===== src/rtl/cdb_arbiter_pkg.sv =====
// Shared types and sizing for the common data bus arbiter.
// Holds the ROB/data/address types, the invalid ROB tag, the CDB FIFO
// depth and pointer type, and the packed queue entry layouts.
package cdb_arbiter_pkg;

  localparam int ROB_W = 5;

  typedef logic [ROB_W-1:0] rob_id_t;   // ROB_ID_TYPE
  typedef logic [31:0]      data_t;     // DATA_TYPE
  typedef logic [31:0]      addr_t;     // ADDR_TYPE

  // ROB tag 0 never names a live entry, so results carrying it are ignored.
  localparam rob_id_t INVALID_ROB = '0;

  localparam int CDB_FIFO_DEPTH = 4;
  typedef logic [1:0] cdb_ptr_t;        // CDB_PTR_TYPE, wraps 3 -> 0
  typedef logic [2:0] cdb_cnt_t;        // holds 0..CDB_FIFO_DEPTH

  // ALU result as queued: 5 + 32 + 32 + 1 = 70 bits.
  typedef struct packed {
    rob_id_t rob_id;
    data_t   data;
    addr_t   pc;
    logic    jump;
  } rs_entry_t;

  // Load/store result as queued: 5 + 32 = 37 bits.
  typedef struct packed {
    rob_id_t rob_id;
    data_t   data;
  } ls_entry_t;

  typedef enum logic {
    SRC_RS = 1'b0,
    SRC_LS = 1'b1
  } cdb_src_e;

endpackage


===== src/rtl/cdb_arbiter_if.sv =====
// Bundle of the arbiter's control, source-result and broadcast signals.
// slave: the arbiter side; master: the side driving results and
// consuming the broadcast.
interface cdb_arbiter_if;
  import cdb_arbiter_pkg::*;

  logic        rdy;
  logic        rollback_sign;

  logic        valid_from_rs_ex;
  rob_id_t     rob_id_from_rs_ex;
  data_t       data_from_rs_ex;
  addr_t       jump_target_pc_from_rs_ex;
  logic        jump_sign_from_rs_ex;

  logic        valid_from_ls_ex;
  rob_id_t     rob_id_from_ls_ex;
  data_t       data_from_ls_ex;

  logic        full_to_rs;
  logic        full_to_ls;

  logic        cdb_valid;
  rob_id_t     cdb_rob_id;
  data_t       cdb_data;
  addr_t       cdb_jump_target_pc;
  logic        cdb_jump_sign;
  logic        cdb_from_ls;
  logic [31:0] conflict_cnt;

  modport slave (
    input  rdy, rollback_sign,
    input  valid_from_rs_ex, rob_id_from_rs_ex, data_from_rs_ex,
           jump_target_pc_from_rs_ex, jump_sign_from_rs_ex,
    input  valid_from_ls_ex, rob_id_from_ls_ex, data_from_ls_ex,
    output full_to_rs, full_to_ls,
    output cdb_valid, cdb_rob_id, cdb_data, cdb_jump_target_pc,
           cdb_jump_sign, cdb_from_ls, conflict_cnt
  );

  modport master (
    output rdy, rollback_sign,
    output valid_from_rs_ex, rob_id_from_rs_ex, data_from_rs_ex,
           jump_target_pc_from_rs_ex, jump_sign_from_rs_ex,
    output valid_from_ls_ex, rob_id_from_ls_ex, data_from_ls_ex,
    input  full_to_rs, full_to_ls,
    input  cdb_valid, cdb_rob_id, cdb_data, cdb_jump_target_pc,
           cdb_jump_sign, cdb_from_ls, conflict_cnt
  );

endinterface


===== src/rtl/cdb_fifo.sv =====
// Small per-source result queue in front of the CDB.
// Depth CDB_FIFO_DEPTH, 2-bit wrapping pointers, 3-bit occupancy.
// full_o asserts one entry early so a source that registers its
// issue decision still has a slot for the result already in flight.
module cdb_fifo
  import cdb_arbiter_pkg::*;
#(
  parameter int WIDTH = 37
) (
  input  logic             clk,
  input  logic             rst,
  input  logic             rdy_i,
  input  logic             flush_i,
  input  logic             push_i,
  input  logic [WIDTH-1:0] din_i,
  input  logic             pop_i,
  output logic [WIDTH-1:0] dout_o,
  output logic             full_o,
  output logic             empty_o,
  output cdb_cnt_t         count_o
);

  logic [WIDTH-1:0] mem_q [CDB_FIFO_DEPTH];
  cdb_ptr_t         rptr_q, wptr_q;
  cdb_cnt_t         cnt_q;
  logic             do_push, do_pop;

  // A push into a completely full queue is lost; pop only acts on real data.
  assign do_push = push_i && (cnt_q != cdb_cnt_t'(CDB_FIFO_DEPTH));
  assign do_pop  = pop_i && (cnt_q != '0);

  // Pointer and occupancy update; flush empties the queue outright.
  always_ff @(posedge clk) begin
    if (rst) begin
      rptr_q <= '0;
      wptr_q <= '0;
      cnt_q  <= '0;
    end else if (rdy_i) begin
      if (flush_i) begin
        rptr_q <= '0;
        wptr_q <= '0;
        cnt_q  <= '0;
      end else begin
        if (do_push) wptr_q <= wptr_q + 2'd1;
        if (do_pop)  rptr_q <= rptr_q + 2'd1;
        unique case ({do_push, do_pop})
          2'b10:   cnt_q <= cnt_q + 3'd1;
          2'b01:   cnt_q <= cnt_q - 3'd1;
          default: cnt_q <= cnt_q;
        endcase
      end
    end
  end

  // Storage write; contents need no reset since occupancy gates every read.
  always_ff @(posedge clk) begin
    if (!rst && rdy_i && !flush_i && do_push) mem_q[wptr_q] <= din_i;
  end

  assign dout_o  = mem_q[rptr_q];
  assign empty_o = (cnt_q == '0);
  assign full_o  = (cnt_q >= cdb_cnt_t'(CDB_FIFO_DEPTH - 1));
  assign count_o = cnt_q;

endmodule


===== src/rtl/cdb_arbiter.sv =====
// Common data bus arbiter: queues ALU (RS) and load/store (LS) results
// and broadcasts one per cycle from registered outputs. Under contention
// the two sources alternate; a lone non-empty queue is always served.
// Optional feature: define CDB_CONFLICT_CNT_EN to count contended cycles
// on conflict_cnt; otherwise conflict_cnt is tied to 0.
module cdb_arbiter
  import cdb_arbiter_pkg::*;
(
  input  logic          clk,
  input  logic          rst,
  cdb_arbiter_if.slave  bus
);

  rs_entry_t rs_din, rs_head;
  ls_entry_t ls_din, ls_head;
  logic      rs_push, ls_push, rs_pop, ls_pop;
  logic      rs_full, ls_full, rs_empty, ls_empty;
  cdb_cnt_t  rs_cnt, ls_cnt;
  logic      contend, grant_rs, grant_ls;

  cdb_src_e  prio_q;
  logic      cdb_valid_q;
  rob_id_t   cdb_rob_id_q;
  data_t     cdb_data_q;
  addr_t     cdb_pc_q;
  logic      cdb_jump_q;
  logic      cdb_from_ls_q;

  // Results tagged with the invalid ROB id, or arriving during a flush, are dropped.
  assign rs_push = bus.valid_from_rs_ex && (bus.rob_id_from_rs_ex != INVALID_ROB)
                   && !bus.rollback_sign;
  assign ls_push = bus.valid_from_ls_ex && (bus.rob_id_from_ls_ex != INVALID_ROB)
                   && !bus.rollback_sign;

  assign rs_din = '{rob_id: bus.rob_id_from_rs_ex, data: bus.data_from_rs_ex,
                    pc: bus.jump_target_pc_from_rs_ex, jump: bus.jump_sign_from_rs_ex};
  assign ls_din = '{rob_id: bus.rob_id_from_ls_ex, data: bus.data_from_ls_ex};

  cdb_fifo #(.WIDTH($bits(rs_entry_t))) u_rs_fifo (
    .clk     (clk),
    .rst     (rst),
    .rdy_i   (bus.rdy),
    .flush_i (bus.rollback_sign),
    .push_i  (rs_push),
    .din_i   (rs_din),
    .pop_i   (rs_pop),
    .dout_o  (rs_head),
    .full_o  (rs_full),
    .empty_o (rs_empty),
    .count_o (rs_cnt)
  );

  cdb_fifo #(.WIDTH($bits(ls_entry_t))) u_ls_fifo (
    .clk     (clk),
    .rst     (rst),
    .rdy_i   (bus.rdy),
    .flush_i (bus.rollback_sign),
    .push_i  (ls_push),
    .din_i   (ls_din),
    .pop_i   (ls_pop),
    .dout_o  (ls_head),
    .full_o  (ls_full),
    .empty_o (ls_empty),
    .count_o (ls_cnt)
  );

  assign contend = (rs_cnt != '0) && (ls_cnt != '0);

  // Pick at most one head: the lone non-empty queue, or prio under contention.
  always_comb begin
    grant_rs = 1'b0;
    grant_ls = 1'b0;
    if (contend) begin
      if (prio_q == SRC_RS) grant_rs = 1'b1;
      else                  grant_ls = 1'b1;
    end else if (!rs_empty) begin
      grant_rs = 1'b1;
    end else if (!ls_empty) begin
      grant_ls = 1'b1;
    end
  end

  assign rs_pop = grant_rs && !bus.rollback_sign;
  assign ls_pop = grant_ls && !bus.rollback_sign;

  // Broadcast registers and fairness bit; held whenever rdy is low.
  always_ff @(posedge clk) begin
    if (rst) begin
      prio_q        <= SRC_RS;
      cdb_valid_q   <= 1'b0;
      cdb_rob_id_q  <= '0;
      cdb_data_q    <= '0;
      cdb_pc_q      <= '0;
      cdb_jump_q    <= 1'b0;
      cdb_from_ls_q <= 1'b0;
    end else if (bus.rdy) begin
      if (bus.rollback_sign) begin
        prio_q      <= SRC_RS;
        cdb_valid_q <= 1'b0;
      end else begin
        cdb_valid_q <= grant_rs || grant_ls;
        if (grant_rs) begin
          cdb_rob_id_q  <= rs_head.rob_id;
          cdb_data_q    <= rs_head.data;
          cdb_pc_q      <= rs_head.pc;
          cdb_jump_q    <= rs_head.jump;
          cdb_from_ls_q <= 1'b0;
        end else if (grant_ls) begin
          cdb_rob_id_q  <= ls_head.rob_id;
          cdb_data_q    <= ls_head.data;
          cdb_pc_q      <= '0;
          cdb_jump_q    <= 1'b0;
          cdb_from_ls_q <= 1'b1;
        end
        // Hand priority to whichever source lost this contended round.
        if (contend) prio_q <= grant_rs ? SRC_LS : SRC_RS;
      end
    end
  end

`ifdef CDB_CONFLICT_CNT_EN
  logic [31:0] conflict_cnt_q;

  // Count cycles where both queues compete for the bus; wraps naturally.
  always_ff @(posedge clk) begin
    if (rst)                                          conflict_cnt_q <= '0;
    else if (bus.rdy && !bus.rollback_sign && contend) conflict_cnt_q <= conflict_cnt_q + 32'd1;
  end

  assign bus.conflict_cnt = conflict_cnt_q;
`else
  assign bus.conflict_cnt = '0;
`endif

  assign bus.full_to_rs         = rs_full;
  assign bus.full_to_ls         = ls_full;
  assign bus.cdb_valid          = cdb_valid_q;
  assign bus.cdb_rob_id         = cdb_rob_id_q;
  assign bus.cdb_data           = cdb_data_q;
  assign bus.cdb_jump_target_pc = cdb_pc_q;
  assign bus.cdb_jump_sign      = cdb_jump_q;
  assign bus.cdb_from_ls        = cdb_from_ls_q;

endmodule


===== src/flat_wrapper.sv =====
// flat-port wrapper written by rule: the top's interface ports become plain ports
module cdb_arbiter_flat import cdb_arbiter_pkg::*;
  (clk, rst, bus_rdy, bus_rollback_sign, bus_valid_from_rs_ex, bus_rob_id_from_rs_ex, bus_data_from_rs_ex, bus_jump_target_pc_from_rs_ex, bus_jump_sign_from_rs_ex, bus_valid_from_ls_ex, bus_rob_id_from_ls_ex, bus_data_from_ls_ex, bus_full_to_rs, bus_full_to_ls, bus_cdb_valid, bus_cdb_rob_id, bus_cdb_data, bus_cdb_jump_target_pc, bus_cdb_jump_sign, bus_cdb_from_ls, bus_conflict_cnt);
  cdb_arbiter_if bus_i ();
  input  logic clk;
  input  logic rst;
  input wire logic [$bits(bus_i.rdy)-1:0] bus_rdy;
  input wire logic [$bits(bus_i.rollback_sign)-1:0] bus_rollback_sign;
  input wire logic [$bits(bus_i.valid_from_rs_ex)-1:0] bus_valid_from_rs_ex;
  input wire logic [$bits(bus_i.rob_id_from_rs_ex)-1:0] bus_rob_id_from_rs_ex;
  input wire logic [$bits(bus_i.data_from_rs_ex)-1:0] bus_data_from_rs_ex;
  input wire logic [$bits(bus_i.jump_target_pc_from_rs_ex)-1:0] bus_jump_target_pc_from_rs_ex;
  input wire logic [$bits(bus_i.jump_sign_from_rs_ex)-1:0] bus_jump_sign_from_rs_ex;
  input wire logic [$bits(bus_i.valid_from_ls_ex)-1:0] bus_valid_from_ls_ex;
  input wire logic [$bits(bus_i.rob_id_from_ls_ex)-1:0] bus_rob_id_from_ls_ex;
  input wire logic [$bits(bus_i.data_from_ls_ex)-1:0] bus_data_from_ls_ex;
  output wire logic [$bits(bus_i.full_to_rs)-1:0] bus_full_to_rs;
  output wire logic [$bits(bus_i.full_to_ls)-1:0] bus_full_to_ls;
  output wire logic [$bits(bus_i.cdb_valid)-1:0] bus_cdb_valid;
  output wire logic [$bits(bus_i.cdb_rob_id)-1:0] bus_cdb_rob_id;
  output wire logic [$bits(bus_i.cdb_data)-1:0] bus_cdb_data;
  output wire logic [$bits(bus_i.cdb_jump_target_pc)-1:0] bus_cdb_jump_target_pc;
  output wire logic [$bits(bus_i.cdb_jump_sign)-1:0] bus_cdb_jump_sign;
  output wire logic [$bits(bus_i.cdb_from_ls)-1:0] bus_cdb_from_ls;
  output wire logic [$bits(bus_i.conflict_cnt)-1:0] bus_conflict_cnt;
  assign bus_i.rdy = bus_rdy;
  assign bus_i.rollback_sign = bus_rollback_sign;
  assign bus_i.valid_from_rs_ex = bus_valid_from_rs_ex;
  assign bus_i.rob_id_from_rs_ex = bus_rob_id_from_rs_ex;
  assign bus_i.data_from_rs_ex = bus_data_from_rs_ex;
  assign bus_i.jump_target_pc_from_rs_ex = bus_jump_target_pc_from_rs_ex;
  assign bus_i.jump_sign_from_rs_ex = bus_jump_sign_from_rs_ex;
  assign bus_i.valid_from_ls_ex = bus_valid_from_ls_ex;
  assign bus_i.rob_id_from_ls_ex = bus_rob_id_from_ls_ex;
  assign bus_i.data_from_ls_ex = bus_data_from_ls_ex;
  assign bus_full_to_rs = bus_i.full_to_rs;
  assign bus_full_to_ls = bus_i.full_to_ls;
  assign bus_cdb_valid = bus_i.cdb_valid;
  assign bus_cdb_rob_id = bus_i.cdb_rob_id;
  assign bus_cdb_data = bus_i.cdb_data;
  assign bus_cdb_jump_target_pc = bus_i.cdb_jump_target_pc;
  assign bus_cdb_jump_sign = bus_i.cdb_jump_sign;
  assign bus_cdb_from_ls = bus_i.cdb_from_ls;
  assign bus_conflict_cnt = bus_i.conflict_cnt;
  cdb_arbiter u_core (.clk(clk), .rst(rst), .bus(bus_i));
endmodule

===== config.mk =====
export PLATFORM = sky130hd
export DESIGN_NAME = cdb_arbiter_flat
export DESIGN_NICKNAME = d
export VERILOG_FILES = /design/src/rtl/cdb_arbiter_pkg.sv /design/src/rtl/cdb_arbiter_if.sv /design/src/rtl/cdb_fifo.sv /design/src/rtl/cdb_arbiter.sv /design/src/flat_wrapper.sv
export SDC_FILE = /design/constraint.sdc
export NUM_CORES = 1
export LEC_CHECK = 0
export ABC_AREA = 1
export CAP_MARGIN = 30
export CORE_MARGIN = 5
export CORE_UTILIZATION = 40
export CTS_BUF_LIST = sky130_fd_sc_hd__clkbuf_8
export DETAILED_ROUTE_END_ITERATION = 8
export HOLD_SLACK_MARGIN = 0.06
export PLACE_DENSITY_LB_ADDON = 0.05
export REMOVE_ABC_BUFFERS = 1
export SLEW_MARGIN = 20
export SYNTH_ARGS = -nofsm -noshare
export SYNTH_HDL_FRONTEND = slang
export SYNTH_SLANG_ARGS = --single-unit

===== constraint.sdc =====
create_clock -name clk -period 5.41 [get_ports clk]
set_clock_uncertainty 0.1 [all_clocks]
set_input_delay 1.082 -clock clk [delete_from_list [all_inputs] [get_ports clk]]
set_output_delay 1.082 -clock clk [all_outputs]
set_load 0.05 [all_outputs]

==> flow_summary.json, run 1 <==
{
  "fin_crit_ns": 3.410,
  "drt_first_pass_iters": 5,
  "netlist_area_um2": 20160,
  "place_inst": 2502,
  "reg2reg_from": "u_core.u_ls_fifo.count_o[1]",
  "core_um2": 49970,
  "cts_setup_buffers": 0,
  "grt_overflow_total": 0,
  "drc": 0,
  "area_delta_synth_final_pct": 21.22,
  "status": "finished clean",
  "yosysWarnings": 0,
  "fin_cells": 2666,
  "clock_path_buffers": 3,
  "rsz0062_at_grt": "no",
  "gp_congestion": 0.7437,
  "final_common_cell": "edfxtp_1",
  "cts_sinks": 519,
  "die_width_um": 234.5,
  "crit_top_cell": "nand3_1",
  "start_util": 0.4035,
  "leakagePower_nw": 8.605,
  "ys_ff_latch": 519,
  "clock_latency_ns": 0.64,
  "grt_antenna_before_repair": 5,
  "cp.arrival_ns": 3.62,
  "dp_hpwl_um": 29630,
  "post_synth.cell_area_avg_um2": 11.71,
  "rrSetupSlack_ns": 2.40,
  "post_drt_wl_per_cell_um": 18.93,
  "postRouteWirelength_um": 50480,
  "nets": 2044,
  "vias": 13160,
  "path_buf_inv": 3,
  "initialDrtViolationCount": 799,
  "sw_frac_of_total": 0.2894,
  "grt_pass1_wl_um": 76310,
  "rows": 82,
  "syn_inst": 1721,
  "p_per_area_nw_per_um2": 390.7,
  "clockRootBuffer": "clkbuf_8",
  "cts-htree-levels": 3,
  "cts_tree": "built",
  "cp_top_family": "simple AND/OR/NAND/NOR gates",
  "hold_buffers": 0,
  "setup-violations-final": 0,
  "final_cell_mix": "428 x edfxtp_1, 338 x nor2_1, 277 x o21ai_0, 191 x nand2_1, 185 x clkdlybuf4s50_1",
  "n_fill_cell": 4563,
  "critPathMaxStageDelay_ns": 0.58,
  "grt_pass1_vias": 12920,
  "chipHeight_um": 234.5,
  "cp-start-kind": "input pin",
  "worstHoldPathCells": 2,
  "hp-class": "reg -> reg",
  "ys_types": 30,
  "period_share": 0.6304,
  "crit_chain": "clkdlybuf4s50_1 -> clkinv_1 -> nand3_1 -> nor2_1 -> nand3_1 -> nor2_4 -> buf_4",
  "slowest_stage": "clkdlybuf4s50_1",
  "whs_endpoint": "u_core.bus.cdb_jump_target_pc[20]",
  "hp-start": "u_core.bus.cdb_jump_target_pc[20]",
  "grtUsageTotal": 0.1808,
  "combPwrFrac": 0.169,
  "p_sw_mw": 2.763,
  "vdd_drop_max_uv": 203.2,
  "dieArea_um2": 54990,
  "ys_seq_area_frac": 0.7279,
  "port_buffers": 186,
  "reg2regPathDepth": 10,
  "ios": 219,
  "max_freq_ghz": 0.2932,
  "ant_nets": 0,
  "timing.max_cap.violations": 0,
  "slew_viol_final": 0,
  "reg2reg_to": "u_core.bus.cdb_jump_target_pc[17]",
  "worst_slew_pin_slew_ns": 0.8760,
  "clk_pin_slew_ns": 0.06,
  "final_layout_size_suffix_gt1_frac": 0.08438,
  "internal_power_mw": 6.784,
  "cts_resized": 0,
  "power_frac_clock": 0.358,
  "cp_max_fo": 21,
  "relSlewSlack": 0.4160,
  "crit_required_ns": 5.62,
  "grt_max_degree": 85,
  "worst_setup_path_end_kind": "register",
  "path_depth": 7,
  "final-hold-violation-count": 0,
  "worst_hold_slack_ns": 0.3613,
  "path_class": "in -> reg",
  "cts_buffers": 89,
  "seq_power_share": 0.473,
  "vias_per_cell": 4.935
}
[registers in the layout, indices dropped and copies added, names as in the netlist, named ones only]
| name | count |
|---|---|
| u_core.bus.cdb_valid | 1 |
| u_core.u_ls_fifo.count_o | 3 |
| u_core.u_ls_fifo.wptr_q | 2 |
| u_core.u_ls_fifo.rptr_q | 2 |
| u_core.u_ls_fifo.mem_q | 148 |
| u_core.bus.cdb_rob_id | 5 |
| u_core.bus.cdb_data | 32 |
| u_core.bus.cdb_from_ls | 1 |
| u_core.u_rs_fifo.count_o | 3 |
| u_core.prio_q | 1 |
| u_core.u_rs_fifo.rptr_q | 2 |
| u_core.u_rs_fifo.wptr_q | 2 |
| u_core.u_rs_fifo.mem_q | 280 |
| u_core.bus.cdb_jump_sign | 1 |
| u_core.bus.cdb_jump_target_pc | 32 |
[worst max path at each step]
stage	startpoint	endpoint
after floorplan	register	u_core.bus.cdb_data[0]
after global placement	bus_rollback_sign	u_core.u_rs_fifo.mem_q[1][33]
after detailed placement	bus_rollback_sign	u_core.u_rs_fifo.mem_q[1][33]
after CTS	bus_rollback_sign	u_core.u_rs_fifo.mem_q[1][44]
after global routing	bus_rollback_sign	u_core.u_rs_fifo.mem_q[1][46]
final	bus_rollback_sign	u_core.u_rs_fifo.mem_q[1][44]
[kinds of logic after synthesis]
group,after synthesis,synth area share
AOI/OAI and AO/OA,421,0.1097
xor gates and xnor gates,3,0.001304
adders and majority gates,10,0.006951
buffers and inverters,178,0.04065
DFF,519,0.7279
other,1,0.0001860
and+or+nand+nor,589,0.1133
[cells in the mapped netlist]
cell | n | share of area
dfxtp_1 | 91 | 0.090
edfxtp_1 | 428 | 0.64
clkbuf_2 | 3 | 0.00074
buf_1 | 9 | 0.0017
nor2_1 | 346 | 0.064
ha_1 | 8 | 0.0050
inv_1 | 41 | 0.0076
nand4_1 | 2 | 0.00062
a21oi_4 | 1 | 0.00081
xnor2_1 | 1 | 0.00043
clkinv_1 | 1 | 0.00019
buf_2 | 19 | 0.0047
buf_4 | 33 | 0.012
nor3_1 | 1 | 0.00025
o21ai_0 | 277 | 0.069
conb_1 | 1 | 0.00019
fa_1 | 2 | 0.0020
nand2_1 | 191 | 0.036
clkbuf_1 | 70 | 0.013
nand3_1 | 45 | 0.011
nand2_2 | 2 | 0.00062
a21oi_1 | 50 | 0.012
nor2_2 | 1 | 0.00031
a211oi_1 | 1 | 0.00037
o21ai_1 | 21 | 0.0052
inv_2 | 2 | 0.00037
nand3b_1 | 1 | 0.00037
o21ai_2 | 1 | 0.00043
xor2_1 | 2 | 0.00087
o22ai_1 | 70 | 0.022
[through the flow]
stage          area, um2  power (mW)  setup WS [ns]  TNS, ns  utilization
6_report           24440       9.547          2.000        0       0.4891
5_1_grt            24440       10.03          1.897        0       0.4891
4_1_cts            24430       9.706          2.020        0       0.4890
3_5_place_dp       22690       6.236          1.306        0       0.4542
3_3_place_gp       22650       6.208          1.357        0       0.4532
2_1_floorplan      19620       5.542       -0.09168   -3.392            -
[per-layer routing]
metal,up-vias,routed length (um),GRT usage
li1,6434,-,-
met2,286,23760,0.2881
met5,-,34,0
met4,6,1081,0.05090
met1,6348,23000,0.2501
met3,84,2605,0.04306
[cell type report]
| type | instances | area [um2] | share of cell area |
|---|---|---|---|
| Tap cell | 672 | 840.8 | 0.03441 |
| Inverter | 44 | 168.9 | 0.006912 |
| Antenna cell | 3 | 7.507 | 0.0003072 |
| Clock buffer | 100 | 1376 | 0.05632 |
| Timing Repair Buffer | 212 | 2147 | 0.08786 |
| Clock inverter | 61 | 360.3 | 0.01475 |
| Multi-Input combinational cell | 1055 | 4856 | 0.1987 |
| Sequential cell | 519 | 14680 | 0.6008 |
[worst register-to-register path, cell delays in order (launching register included)]
cell and delay (ns):
dfxtp_1 0.36, nor2_2 0.19, nand2_1 0.13, inv_2 0.10, nand2_1 0.09, nand2_4 0.48
nand2_2 0.20, a21oi_4 0.18, buf_4 0.68, nand3_1 0.26, a21oi_1 0.17
[power by group through the flow]
stage | clock [mW] | sequential, mW | combinational [mW]
CTS | 3.55 | 4.52 | 1.64
global route | 3.72 | 4.53 | 1.78
floorplan | 0 | 4.87 | 0.671
detailed placement | 0 | 4.60 | 1.64
finish | 3.42 | 4.51 | 1.61
global placement | 0 | 4.60 | 1.61
No activity file was read; power rests on OpenSTA's default activity.
==> run 2, diff against run 1 <==
==> constraint.sdc (replaced) <==
create_clock -name clk -period 3.2 [get_ports clk]
set_clock_uncertainty 0.1 [all_clocks]
set_input_delay 0.64 -clock clk [delete_from_list [all_inputs] [get_ports clk]]
set_output_delay 0.64 -clock clk [all_outputs]
set_load 0.05 [all_outputs]
==> run 2 against run 1 <==
Die area unchanged. Sequential cell count did not move. Power increased by 69%. Combinational power increased by 75%. Clock power up 68%. First-iteration DRC count grew 3.9%. Critical path depth fell by 4. Sequential share of layout area fell by 0.59 points. Largest cell class unchanged. Largest power group unchanged. Highest routed layer unchanged.
==> flow_summary.json, run 2 (synthesis gave the netlist of run 1 again) <==
{
  "power_frac_clock": 0.356,
  "worstHoldPathCells": 2,
  "grt_antenna_before_repair": 5,
  "start_util": 0.4035,
  "vias_per_cell": 4.938,
  "setup-violations-final": 0,
  "slowest_stage": "clkdlybuf4s50_1",
  "slew_viol_final": 0,
  "hold_buffers": 0,
  "cts_setup_buffers": 0,
  "largest_reg_flops": 280,
  "crit_required_ns": 2.46,
  "cts_tree": "built",
  "reg2reg_from": "u_core.u_ls_fifo.count_o[1]",
  "fin_ws_ns": 0.2999,
  "cts_sinks": 519,
  "initialDrtViolationCount": 830,
  "chipHeight_um": 234.5,
  "final_common_cell": "edfxtp_1",
  "cts_buffers": 90,
  "nets": 2058,
  "reg2reg_to": "u_core.bus.cdb_jump_target_pc[9]",
  "cp_max_fo": 3,
  "rsz0062_at_grt": "no",
  "path_buf_inv": 2,
  "pre_cts_ws_ns": 0.2434,
  "vdd_drop_max_uv": 390.2,
  "cts-htree-levels": 3,
  "core_um2": 49970,
  "total_power_mw": 16.17,
  "n_fill_cell": 4580,
  "final-hold-violation-count": 0,
  "p_per_area_nw_per_um2": 655.3,
  "drc": 0,
  "grt_max_degree": 141,
  "path_class": "reg -> out",
  "worst_slew_pin_slew_ns": 0.8199,
  "seq_power_share": 0.470,
  "vias": 13230,
  "grt_pass1_wl_um": 76760,
  "sw_frac_of_total": 0.2919,
  "critPathMaxStageDelay_ns": 0.85,
  "multi_input_area_um2": 4856,
  "hp-start": "u_core.bus.cdb_jump_target_pc[10]",
  "gp_congestion": 0.8104,
  "dieArea_um2": 54990,
  "area_delta_synth_final_pct": 22.42,
  "combPwrFrac": 0.174,
  "regMostFlops": "u_core.u_rs_fifo.mem_q",
  "cp_top_family": "buffers and inverters",
  "dp_hpwl_um": 30640,
  "clk_pin_slew_ns": 0.06,
  "largestRegisters": "u_core.u_rs_fifo.mem_q x280, u_core.u_ls_fifo.mem_q x148",
  "rows": 82,
  "clock_path_buffers": 3,
  "grt_overflow_total": 0,
  "post_drt_wl_per_cell_um": 19.03,
  "port_buffers": 186,
  "relSlewSlack": 0.4534,
  "hp-class": "reg -> reg",
  "clock_latency_ns": 0.64,
  "period_share": 0.9063,
  "clockRootBuffer": "clkbuf_8",
  "grt_pass1_vias": 12860,
  "worst_hold_slack_ns": 0.3630,
  "status": "finished clean",
  "final_cell_mix": "428 x edfxtp_1, 338 x nor2_1, 277 x o21ai_0, 191 x nand2_1, 185 x clkdlybuf4s50_1",
  "p_sw_mw": 4.722,
  "whs_endpoint": "u_core.bus.cdb_jump_target_pc[10]",
  "postRouteWirelength_um": 51010,
  "place_inst": 2515,
  "cts_resized": 0,
  "cp.arrival_ns": 2.16,
  "cp-start-kind": "register",
  "drt_first_pass_iters": 5,
  "ios": 219,
  "die_width_um": 234.5,
  "max_freq_ghz": 0.3448,
  "fin_crit_ns": 2.900,
  "leakagePower_nw": 8.717,
  "regArea_um2": 14680,
  "timing.max_cap.violations": 0,
  "rrSetupSlack_ns": 0.91,
  "internal_power_mw": 11.45,
  "reg2regPathDepth": 11,
  "fin_cells": 2680,
  "ant_nets": 0,
  "grtUsageTotal": 0.1826,
  "final_layout_size_suffix_gt1_frac": 0.09472,
  "crit_chain": "inv_1 -> o21ai_0 -> clkdlybuf4s50_1",
  "worst_setup_path_end_kind": "primary output"
}
run 2: cell types whose count changed in the layout (fill, tap and decap cells not counted), sizes merged:
cell / delta
bufinv: -3
clkbuf: +8
clkinv: -3
diode: -1
buf: +13
run 2: worst min-delay path: cells and delay by family (launching register included):
kind	cells	cell delay, ns
AOI/OAI and AO/OA	1	0.05
DFF	1	0.31
and+or+nand+nor	1	0.06
run 2: per-stage QoR:
| step | TNS, ns | instance area (um2) | util |
|---|---|---|---|
| final | 0 | 24680 | 0.4940 |
| after global routing | 0 | 24680 | 0.4939 |
| after CTS | 0 | 24680 | 0.4939 |
| after detailed placement | 0 | 22920 | 0.4588 |
| after global placement | 0 | 22920 | 0.4588 |
| after floorplan | -617.42 | 19620 | - |
run 2: power by group through the flow:
stage | clock, mW | combinational (mW) | sequential [mW]
final | 5.75 | 2.81 | 7.61
after global routing | 6.27 | 3.07 | 7.62
after CTS | 5.95 | 2.86 | 7.61
after detailed placement | 0 | 2.85 | 7.75
after global placement | 0 | 2.83 | 7.75
after floorplan | 0 | 1.13 | 8.23
run 2: per-layer routing:
layer | routed length [um] | share of wire | track usage | vias to the layer above
met5 | 41 | 0.00080 | 0 | -
met4 | 1071 | 0.021 | 0.05838 | 6
met3 | 2694 | 0.053 | 0.03727 | 85
met2 | 23640 | 0.46 | 0.2851 | 302
met1 | 23560 | 0.46 | 0.2591 | 6384
li1 | - | - | - | 6456
run 2: how the worst max path moves through the flow:
stage                                      from                             to  slack [ns]  depth (start not counted)
global placement       bus_rob_id_from_rs_ex[3]  u_core.u_rs_fifo.mem_q[2][11]        0.25                          9
floorplan                              register         u_core.bus.cdb_data[0]       -2.30                          7
global route        u_core.u_rs_fifo.count_o[0]                 bus_full_to_rs        0.17                          3
detailed placement     bus_rob_id_from_rs_ex[3]  u_core.u_rs_fifo.mem_q[2][11]        0.24                          9
CTS                 u_core.u_rs_fifo.count_o[0]                 bus_full_to_rs        0.20                          3
finish              u_core.u_rs_fifo.count_o[0]                 bus_full_to_rs        0.30                          3
run 2: layout make-up:
| type | count | share of cell area |
|---|---|---|
| Tap cell | 672 | 0.03407 |
| Timing Repair Buffer | 225 | 0.09622 |
| Sequential cell | 519 | 0.5948 |
| Multi-Input combinational cell | 1055 | 0.1967 |
| Inverter | 44 | 0.006844 |
| Clock inverter | 55 | 0.01085 |
| Antenna cell | 2 | 0.0002028 |
| Clock buffer | 108 | 0.06023 |
